--- config.mk ---
export PLATFORM = sky130hd
export DESIGN_NAME = pcs_link_ctrl_flat
export DESIGN_NICKNAME = d
export VERILOG_FILES = /design/src/rtl/pcs_ctrl_pkg.sv /design/src/rtl/pcs_link_ctrl_if.sv /design/src/rtl/pcs_cycle_timer.sv /design/src/rtl/pcs_link_ctrl.sv /design/src/flat_wrapper.sv
export SDC_FILE = /design/constraint.sdc
export NUM_CORES = 1
export LEC_CHECK = 0
export ABC_AREA = 1
export BUFFER_PORTS_ARGS = -buffer_cell sky130_fd_sc_hd__buf_2
export CAP_MARGIN = 20
export CORE_ASPECT_RATIO = 1.1
export CORE_MARGIN = 5
export CORE_UTILIZATION = 45
export CTS_CLUSTER_DIAMETER = 30
export DETAILED_ROUTE_END_ITERATION = 6
export SYNTH_ARGS = -nofsm -noshare
export SYNTH_HDL_FRONTEND = slang
export SYNTH_HIERARCHICAL = 1
export SYNTH_SLANG_ARGS = --single-unit
export TNS_END_PERCENT = 1
--- constraint.sdc ---
create_clock -name Clk -period 3.3 [get_ports Clk]
set_clock_uncertainty 0.2 [all_clocks]
set_input_delay 0 -clock Clk [delete_from_list [all_inputs] [get_ports Clk]]
set_output_delay 0 -clock Clk [all_outputs]
set_load 0.05 [all_outputs]
--- src/rtl/pcs_ctrl_pkg.sv ---
// Shared types and constants for the PCS link bring-up controller.
package pcs_ctrl_pkg;

  typedef enum logic [2:0] {
    ST_OFF     = 3'd0,
    ST_RST     = 3'd1,
    ST_ACQUIRE = 3'd2,
    ST_CONFIRM = 3'd3,
    ST_LINK_UP = 3'd4,
    ST_FAIL    = 3'd5
  } link_state_e;

  localparam int DEF_RST_CYCLES        = 2;
  localparam int DEF_ACQ_TIMEOUT       = 64;
  localparam int DEF_LINK_TIMER_CYCLES = 16;
  localparam int DEF_MAX_RETRIES       = 3;
  localparam int DEF_CNT_W             = 8;
  localparam int DEBOUNCE_LEN          = 3;

  typedef struct packed {
    logic power_on;
    logic sync_reset;
    logic xmit_data;
    logic link_ok;
    logic link_fail;
  } link_out_t;

  function automatic int max3(input int a, input int b, input int c);
    int m;
    m = (a > b) ? a : b;
    return (m > c) ? m : c;
  endfunction

  // Moore decode of every controller output from a state value.
  function automatic link_out_t decode_outputs(input link_state_e s);
    link_out_t o;
    o = '0;
    case (s)
      ST_RST:     begin o.power_on = 1'b1; o.sync_reset = 1'b1; end
      ST_ACQUIRE: o.power_on = 1'b1;
      ST_CONFIRM: o.power_on = 1'b1;
      ST_LINK_UP: begin o.power_on = 1'b1; o.xmit_data = 1'b1; o.link_ok = 1'b1; end
      ST_FAIL:    o.link_fail = 1'b1;
      default:    o = '0;
    endcase
    return o;
  endfunction

endpackage

--- src/rtl/pcs_link_ctrl_if.sv ---
// Signal bundle between the link controller and its management/synchronizer side.
interface pcs_link_ctrl_if #(
  parameter int CNT_W = 8
);
  // All signals are levels sampled on the rising clock edge; there is no valid/ready handshake.
  logic             enable;
  logic             code_sync_status;
  logic             rx_even;
  logic             power_on;
  logic             sync_reset;
  logic             xmit_data;
  logic             link_ok;
  logic             link_fail;
  logic [CNT_W-1:0] loss_count;
  logic [2:0]       state;

  modport master (
    output enable, code_sync_status, rx_even,
    input  power_on, sync_reset, xmit_data, link_ok, link_fail, loss_count, state
  );

  modport slave (
    input  enable, code_sync_status, rx_even,
    output power_on, sync_reset, xmit_data, link_ok, link_fail, loss_count, state
  );
endinterface

--- src/rtl/pcs_cycle_timer.sv ---
// Saturating cycle timer with synchronous clear and a runtime terminal-count limit.
module pcs_cycle_timer #(
  parameter int W = 8
) (
  input  logic         clk,
  input  logic         rst_n,
  input  logic         clear,
  input  logic         en,
  input  logic [W-1:0] limit,
  output logic         done
);

  logic [W-1:0] count;

  assign done = (count >= limit);

  always_ff @(posedge clk or negedge rst_n) begin
    if (!rst_n) begin
      count <= '0;
    end else if (clear) begin
      count <= '0;
    end else if (en && !done) begin
      count <= count + 1'b1;
    end
  end

endmodule

--- src/rtl/pcs_link_ctrl.sv ---
// PCS receive-sync link bring-up controller. Optional macro LOSS_DEBOUNCE_EN
// requires DEBOUNCE_LEN consecutive sync-low cycles before leaving LINK_UP.
module pcs_link_ctrl
  import pcs_ctrl_pkg::*;
#(
  parameter int RST_CYCLES        = DEF_RST_CYCLES,
  parameter int ACQ_TIMEOUT       = DEF_ACQ_TIMEOUT,
  parameter int LINK_TIMER_CYCLES = DEF_LINK_TIMER_CYCLES,
  parameter int MAX_RETRIES       = DEF_MAX_RETRIES,
  parameter int CNT_W             = DEF_CNT_W
) (
  input logic            Clk,
  input logic            mr_main_reset,
  pcs_link_ctrl_if.slave bus
);

  localparam int TMR_W = $clog2(max3(ACQ_TIMEOUT, LINK_TIMER_CYCLES, RST_CYCLES) + 1);
  localparam int RTY_W = $clog2(MAX_RETRIES + 1);
  localparam logic [TMR_W-1:0] RST_LIM  = TMR_W'(RST_CYCLES - 1);
  localparam logic [TMR_W-1:0] ACQ_LIM  = TMR_W'(ACQ_TIMEOUT - 1);
  localparam logic [TMR_W-1:0] LINK_LIM = TMR_W'(LINK_TIMER_CYCLES);

  link_state_e      state_q, state_n;
  link_out_t        out_q;
  logic [RTY_W-1:0] retry_q;
  logic [CNT_W-1:0] loss_q;
  logic             tmr_clear, tmr_en, tmr_done;
  logic [TMR_W-1:0] tmr_limit;
  logic             retry_inc, retry_clr, loss_inc;

`ifdef LOSS_DEBOUNCE_EN
  localparam int DEB_W = $clog2(DEBOUNCE_LEN);
  logic [DEB_W-1:0] deb_q;
  logic             deb_inc;
`endif

  // Limit follows the registered state only, so the timer never sees a changing limit mid-count.
  assign tmr_limit = (state_q == ST_RST)     ? RST_LIM :
                     (state_q == ST_ACQUIRE) ? ACQ_LIM : LINK_LIM;

  pcs_cycle_timer #(.W(TMR_W)) u_timer (
    .clk   (Clk),
    .rst_n (mr_main_reset),
    .clear (tmr_clear),
    .en    (tmr_en),
    .limit (tmr_limit),
    .done  (tmr_done)
  );

  always_comb begin
    state_n   = state_q;
    tmr_clear = 1'b1;
    tmr_en    = 1'b0;
    retry_inc = 1'b0;
    retry_clr = 1'b0;
    loss_inc  = 1'b0;
`ifdef LOSS_DEBOUNCE_EN
    deb_inc   = 1'b0;
`endif
    if (!bus.enable) begin
      state_n   = ST_OFF;
      retry_clr = 1'b1;
    end else begin
      case (state_q)
        ST_OFF: state_n = ST_RST;
        ST_RST: begin
          if (tmr_done) state_n = ST_ACQUIRE;
          else begin
            tmr_clear = 1'b0;
            tmr_en    = 1'b1;
          end
        end
        ST_ACQUIRE: begin
          if (bus.code_sync_status) begin
            state_n = ST_CONFIRM;
          end else if (tmr_done) begin
            retry_inc = 1'b1;
            state_n   = (retry_q == RTY_W'(MAX_RETRIES - 1)) ? ST_FAIL : ST_RST;
          end else begin
            tmr_clear = 1'b0;
            tmr_en    = 1'b1;
          end
        end
        ST_CONFIRM: begin
          if (!bus.code_sync_status) begin
            state_n = ST_ACQUIRE;
          end else if (tmr_done && bus.rx_even) begin
            state_n   = ST_LINK_UP;
            retry_clr = 1'b1;
          end else begin
            // Holding at the limit while waiting for an even code-group.
            tmr_clear = 1'b0;
            tmr_en    = 1'b1;
          end
        end
        ST_LINK_UP: begin
`ifdef LOSS_DEBOUNCE_EN
          if (!bus.code_sync_status) begin
            if (deb_q == DEB_W'(DEBOUNCE_LEN - 1)) begin
              state_n  = ST_ACQUIRE;
              loss_inc = 1'b1;
            end else begin
              deb_inc = 1'b1;
            end
          end
`else
          if (!bus.code_sync_status) begin
            state_n  = ST_ACQUIRE;
            loss_inc = 1'b1;
          end
`endif
        end
        ST_FAIL: state_n = ST_FAIL;
        default: state_n = ST_OFF;
      endcase
    end
  end

  // Outputs are registered from the next state so they always equal the decode of state_q.
  always_ff @(posedge Clk or negedge mr_main_reset) begin
    if (!mr_main_reset) begin
      state_q <= ST_OFF;
      out_q   <= '0;
      retry_q <= '0;
      loss_q  <= '0;
    end else begin
      state_q <= state_n;
      out_q   <= decode_outputs(state_n);
      if (retry_clr)      retry_q <= '0;
      else if (retry_inc) retry_q <= retry_q + 1'b1;
      if (loss_inc && !(&loss_q)) loss_q <= loss_q + 1'b1;
    end
  end

`ifdef LOSS_DEBOUNCE_EN
  always_ff @(posedge Clk or negedge mr_main_reset) begin
    if (!mr_main_reset) deb_q <= '0;
    else if (deb_inc)   deb_q <= deb_q + 1'b1;
    else                deb_q <= '0;
  end
`endif

  assign bus.power_on   = out_q.power_on;
  assign bus.sync_reset = out_q.sync_reset;
  assign bus.xmit_data  = out_q.xmit_data;
  assign bus.link_ok    = out_q.link_ok;
  assign bus.link_fail  = out_q.link_fail;
  assign bus.loss_count = loss_q;
  assign bus.state      = state_q;

endmodule

--- src/flat_wrapper.sv ---
// flat-port wrapper written by rule: the top's interface ports become plain ports
module pcs_link_ctrl_flat import pcs_ctrl_pkg::*;
#(
  parameter int RST_CYCLES        = DEF_RST_CYCLES,
  parameter int ACQ_TIMEOUT       = DEF_ACQ_TIMEOUT,
  parameter int LINK_TIMER_CYCLES = DEF_LINK_TIMER_CYCLES,
  parameter int MAX_RETRIES       = DEF_MAX_RETRIES,
  parameter int CNT_W             = DEF_CNT_W
)
  (Clk, mr_main_reset, bus_enable, bus_code_sync_status, bus_rx_even, bus_power_on, bus_sync_reset, bus_xmit_data, bus_link_ok, bus_link_fail, bus_loss_count, bus_state);
  pcs_link_ctrl_if #(.CNT_W(CNT_W)) bus_i ();
  input logic Clk;
  input logic mr_main_reset;
  input wire logic [$bits(bus_i.enable)-1:0] bus_enable;
  input wire logic [$bits(bus_i.code_sync_status)-1:0] bus_code_sync_status;
  input wire logic [$bits(bus_i.rx_even)-1:0] bus_rx_even;
  output wire logic [$bits(bus_i.power_on)-1:0] bus_power_on;
  output wire logic [$bits(bus_i.sync_reset)-1:0] bus_sync_reset;
  output wire logic [$bits(bus_i.xmit_data)-1:0] bus_xmit_data;
  output wire logic [$bits(bus_i.link_ok)-1:0] bus_link_ok;
  output wire logic [$bits(bus_i.link_fail)-1:0] bus_link_fail;
  output wire logic [$bits(bus_i.loss_count)-1:0] bus_loss_count;
  output wire logic [$bits(bus_i.state)-1:0] bus_state;
  assign bus_i.enable = bus_enable;
  assign bus_i.code_sync_status = bus_code_sync_status;
  assign bus_i.rx_even = bus_rx_even;
  assign bus_power_on = bus_i.power_on;
  assign bus_sync_reset = bus_i.sync_reset;
  assign bus_xmit_data = bus_i.xmit_data;
  assign bus_link_ok = bus_i.link_ok;
  assign bus_link_fail = bus_i.link_fail;
  assign bus_loss_count = bus_i.loss_count;
  assign bus_state = bus_i.state;
  pcs_link_ctrl #(.RST_CYCLES(RST_CYCLES), .ACQ_TIMEOUT(ACQ_TIMEOUT), .LINK_TIMER_CYCLES(LINK_TIMER_CYCLES), .MAX_RETRIES(MAX_RETRIES), .CNT_W(CNT_W)) u_core (.Clk(Clk), .mr_main_reset(mr_main_reset), .bus(bus_i));
endmodule
==> results of run 1 <==
## cell type report
type                    instances  area [um2]  share of cell area [%]
multi-input cells             171         930                    46.9
well taps                      50        62.6                    3.16
flip-flops and latches         24         602                    30.4
repair buffers                 28         168                    8.46
clock inverters                 1        30.0                    1.52
clock buffers                   3        41.3                    2.08
inverters                      36         144                    7.26
repair inverters                1        5.00                   0.253
## cells in the final DEF (no fill, tap or decap), types with 2 or more instances in the layout
cell type	count
nand2_1	69
inv_1	29
nor2_1	25
dfrtp_1	23
buf_2	20
nand3_1	18
ha_1	10
buf_4	5
inv_2	5
nand2_2	5
o21ai_0	5
a21oi_1	5
xor2_1	4
clkbuf_8	3
dlygate4sd3_1	3
nand4_1	3
nor2_2	3
nand3_2	3
nor3_1	3
xnor2_1	3
nand2_4	2
o21ai_1	2
## registers in the layout, indices dropped and copies added, names as in the netlist
name and count:
u_core/u_timer/count 7, u_core/bus.state 3, u_core/bus.power_on 1, u_core/retry_q 2, u_core/bus.loss_count 8, u_core/bus.link_fail 1, u_core/bus.sync_reset 1, u_core/bus.link_ok 1
## critical path, stage by stage, from the launching register on
cell,delay [ps]
dfrtp_1,390
inv_2,110
nand2_1,110
nor2_4,170
inv_1,70
ha_1,290
nand2_1,50
inv_1,40
nand2_1,40
nand2_1,50
nand2_1,100
nand2_2,140
nand2_1,60
nand2_1,70
nor2_1,50
nor2_1,110
o21ai_0,120
nand2_2,170
clkinvlp_2,260
nand3_1,170
nand2_1,70
## through the flow
step | std cells | worst slack [ps] | area, um2
6_report | 314 | 345 | 1980
5_1_grt | 314 | -41.4 | 1980
4_1_cts | 310 | 16.2 | 1940
3_5_place_dp | 303 | 41.8 | 1840
3_3_place_gp | 303 | 161 | 1840
2_1_floorplan | 234 | 223 | 1690
## per-layer routing
layer / vias to the layer above / track usage [%] / part of all wire [%]
met3: 2 / 2.87 / 3.8
met4: 0 / 5.08 / 0.62
met2: 31 / 24.8 / 47
li1: 793 / - / -
met1: 685 / 20.1 / 48
met5: - / 0 / 0
## path summary, 6_finish.rpt
kind | depth (start not counted) | end | start | slack, ps
min in group Clk | 7 | u_core/bus.sync_reset$_DFF_PN0_ | bus_rx_even | 90
min reg2reg | 2 | u_core/bus.loss_count[3]$_DFFE_PN0P_ | u_core/bus.loss_count[3]$_DFFE_PN0P_ | 340
max in group asynchronous | 2 | u_core/bus.state[1]$_DFF_PN0_ | mr_main_reset | 2430
min | 2 | u_core/bus.power_on$_DFF_PN0_ | mr_main_reset | 60
max reg2reg | 20 | u_core/u_timer/count[3]$_DFFE_PN0P_ | u_core/bus.state[2]$_DFF_PN0_ | 340
max | 20 | u_core/u_timer/count[3]$_DFFE_PN0P_ | u_core/bus.state[2]$_DFF_PN0_ | 340
## where the power goes
part,switching (mW),total [mW],internal (mW),leakage (nW)
combinational,0.129,0.185,0.0560,0.712
sequential,0.0116,0.317,0.305,0.313
clock,0.101,0.263,0.162,0.0357
## what timing repair did
| item | CTS | global route |
|---|---|---|
| endpoints found under the setup margin | 0 | 7 |
| setup buffers | 0 | 3 |
| gates resized for setup | 0 | 6 |
| hold buffers | 3 | 0 |
| hold endpoints to repair | 34 | 0 |
## logic make-up (layout without fill, tap and decap cells)
logic type,Yosys count,after routing,share of synthesized area (%)
DFF,24,24,35.6
AOI/OAI and AO/OA,16,16,5.86
and+or+nand+nor,137,137,37.2
xor gates and xnor gates,7,7,3.64
other,1,1,0.222
adders and majority gates,10,10,7.42
buffers and inverters,39,69,10.0
==> summary.txt, run 1 <==
Antenna violations before repair: 0
Drt wl/cell: 11.4 um
Post-Syn Instances: 234
DR pass1 iterations: 4
Worst-case clock buffer depth: 2
Clk slew on worst S/H paths: 90 ps
DRC: 0
Worst slew margin: 61.5%
Tot GR Track Use: 15.2%
Critical path data arrival time: 2920 ps
Period minus WS final: 2960 ps
Die height: 74.2 um
DRT iter0 DRCs: 72
Dominant cell by count in the synthesized netlist: nand2_1
Post-synthesis sequential area ratio: 35.6%
Leakage: 1.06 nW
Fraction of layout cells with a size suffix above 1: 21.2%
Vias in the first global route: 1360
Grt ovf: 0
Syn Area/Cell: 7.21 um2
Pin count of the biggest net entering global routing: 25
Area fraction of the dominant cell type after synthesis: 35.6%
Synthesized area: 1690 um2
CTS buffer count: 3
Effective utilization at floorplan: 46.5%
Final WL: 3570 um
Worst EP required: 3270 ps
Vias post-DR: 1511
Power per standard cell area: 386 nW/um2
Layout Nets: 280
Sum Neg Setup Slack: 0 ps
Max-cap viol count: 0
Clk root buf: clkbuf_8
First-pass GRT wire length: 5840 um
Crit-path max FO: 6
Clock Sinks: 24
H-tree depth: 1
WHS: 60.7 ps
Leading area contributor after synthesis: dfrtp_1
Status: complete, no violations
Critical path type: reg -> reg
VDD IR max: 152 uV
Post-route antenna net violation count: 0
Synth top area cells: dfrtp_1, nand2_1, ha_1, inv_1, nor2_1
Layout fillers: 359
Post-synth cell types: 32
#FFs+latches synth: 24
Final setup fails: 0
Number of diodes: 0
Final HPWL from detailed placement: 2640 um
Die area: 5070 um2
Critical path capture point type: flip-flop
Vias per cell: 4.81
Chip width: 68.4 um
Rows: 23
Worst Hold Class: in -> async
Worst-Skew Late Latency: 270 ps
Yosys warning count: 6
Placer Congestion: 0.896
Slew Limit Fails: 0
Hold Violations, Final: 0
Number of synthesized flops with an enable pin: 0
Layout Area Growth over Synthesis: 17.5%
Syn nets: 249
Total power: 0.765 mW
Port bufs: 20
F_max: 338 MHz
TritonCTS clock tree: built
Worst-Margin Slew: 577 ps
Most used DFF post-synth: dfrtp_1
Share of flip-flops with an asynchronous set or reset: 100%
Synth top cells by count: nand2_1, inv_1, nor2_1, dfrtp_1, nand3_1
Area of the core: 3630 um2
IO Count: 21
Final Cycle Share: 89.5%
Core Util, Final: 54.7%
CP Launch Type: flip-flop
Note: power is estimated with default switching activity, not from simulation.
==> run 2, diff against run 1 <==
==> constraint.sdc (replaced) <==
create_clock -name Clk -period 2.8 [get_ports Clk]
set_clock_uncertainty 0.2 [all_clocks]
set_input_delay 0 -clock Clk [delete_from_list [all_inputs] [get_ports Clk]]
set_output_delay 0 -clock Clk [all_outputs]
set_load 0.05 [all_outputs]
==> run 2 against run 1 <==
  * Clock-buffer cell count stayed put
  * Combinational power is 37% higher
  * Clock power is 18% higher
  * Register-to-register slack worse by 280 ps
  * Die area stayed put
  * First-iteration DRC count is 71% higher
  * Hold slack worse by 12 ps
  * Maximum frequency is 8.1% higher
==> summary.txt, run 2 (synthesis results as in run 1) <==
Slew Limit Fails: 0
Antenna violations before repair: 0
Final WL: 3640 um
Worst Hold Class: in -> async
Vias post-DR: 1563
Critical path capture point type: flip-flop
Drt wl/cell: 11.2 um
H-tree depth: 1
Die area: 5070 um2
Worst-Skew Late Latency: 270 ps
Final HPWL from detailed placement: 2720 um
Fraction of layout cells with a size suffix above 1: 34.5%
Vias in the first global route: 1401
First-pass GRT wire length: 6060 um
TritonCTS clock tree: built
F_max: 366 MHz
Core Util, Final: 60.0%
Rows: 23
CP Launch Type: flip-flop
Worst-case clock buffer depth: 2
RSZ-0062 raised after global routing: true
Clk root buf: clkbuf_8
Power per standard cell area: 431 nW/um2
WHS: 48.3 ps
Placed cell area: 1910 um2
Die height: 74.2 um
CTS buffer count: 3
Final Cycle Share: 97.6%
DRC: 0
Post-Place Cells: 310
Worst slew margin: 62.9%
Pin count of the biggest net entering global routing: 25
Placer Congestion: 0.806
Critical path data arrival time: 2700 ps
Effective utilization at floorplan: 46.5%
Final instance area: 2180 um2
Grt ovf: 0
Worst-Margin Slew: 556 ps
Layout Nets: 291
Commonest non-fill, non-tap cells in the layout: nand2_1, nor2_1, inv_1
IO Count: 21
Most common cell after layout, fill and taps aside: nand2_1
Chip width: 68.4 um
Critical path type: reg -> reg
Area of the core: 3630 um2
Post-route antenna net violation count: 0
DR pass1 iterations: 4
VDD IR max: 251 uV
Status: complete, no violations
Vias per cell: 4.81
Layout Area Growth over Synthesis: 29.0%
Hold Violations, Final: 0
Leakage: 1.13 nW
Worst EP required: 2770 ps
Crit-path max FO: 6
Number of diodes: 0
Period minus WS final: 2730 ps
Tot GR Track Use: 15.7%
Clock Sinks: 24
DRT iter0 DRCs: 123
Cell Count, Final, Fillers Out: 325
Max-cap viol count: 0
Clk slew on worst S/H paths: 90 ps
Largest register FFs: 8
Final setup fails: 0
Port bufs: 20
-- run 2: per-stage QoR --
| stage | setup slack, ps | total power [mW] | TNS (ps) |
|---|---|---|---|
| floorplan | 0.201 | 0.543 | 0 |
| global placement | 28.7 | 0.596 | 0 |
| global route | -142 | 0.991 | -929 |
| detailed placement | -8.95 | 0.597 | -8.95 |
| CTS | 15.0 | 0.915 | 0 |
| finish | 67.1 | 0.938 | 0 |
-- run 2: area by class of cell --
cell class,count,area (um2)
repair buffers,40,262
clock inverters,1,30.0
fillers,352,1450
clock buffers,3,41.3
inverters,36,145
flip-flops and latches,24,604
multi-input cells,171,1030
well taps,50,62.6
-- run 2: layer usage --
metal  global-route usage [%]  vias up  part of all wire, %
met4                     6.40        0                  2.0
met5                        0        -                    0
met2                     24.8       26                   46
met3                     2.42        6                  3.0
li1                         -      816                    -
met1                     21.5      715                   49
-- run 2: worst paths after layout --
check	from	slack, ps	cells after the start	endpoint
min	mr_main_reset	50	2	u_core/bus.state[1]$_DFF_PN0_
max	u_core/bus.state[2]$_DFF_PN0_	70	22	u_core/u_timer/count[6]$_DFFE_PN0P_
max in group asynchronous	mr_main_reset	1950	2	u_core/bus.state[2]$_DFF_PN0_
min reg2reg	u_core/bus.loss_count[1]$_DFFE_PN0P_	340	2	u_core/bus.loss_count[1]$_DFFE_PN0P_
max reg2reg	u_core/bus.state[2]$_DFF_PN0_	70	22	u_core/u_timer/count[6]$_DFFE_PN0P_
min in group Clk	bus_rx_even	50	6	u_core/bus.state[1]$_DFF_PN0_
-- run 2: timing repair --
item | CTS | global route
pin swaps | 1 | 18
gates resized for setup | 1 | 31
setup endpoints to repair | 2 | 7
hold buffers | 3 | 0
endpoints found under the hold margin | 33 | 0
buffers inserted | 0 | 8
-- run 2: where the power goes --
| part | internal [mW] | leakage, nW | switching [mW] |
|---|---|---|---|
| sequential | 0.360 | 0.310 | 0.0137 |
| clock | 0.191 | 0.0357 | 0.120 |
| combinational | 0.0899 | 0.785 | 0.164 |
| total | 0.641 | 1.13 | 0.297 |
-- run 2: worst max-delay path, cell delays in order, from the launching register on --
cell	delay, ps
dfrtp_2	430
inv_4	70
nand2_4	50
nor2_4	190
inv_2	70
ha_4	270
nand2_2	40
inv_2	30
nand2_1	40
nand2_1	60
nand2_2	90
nand2_4	120
nand2_2	60
nand2_2	60
nor2_1	40
nor2_1	150
o21ai_1	100
nand2_2	120
inv_4	60
buf_6	130
buf_4	130
nand3_2	60
nand2_1	50
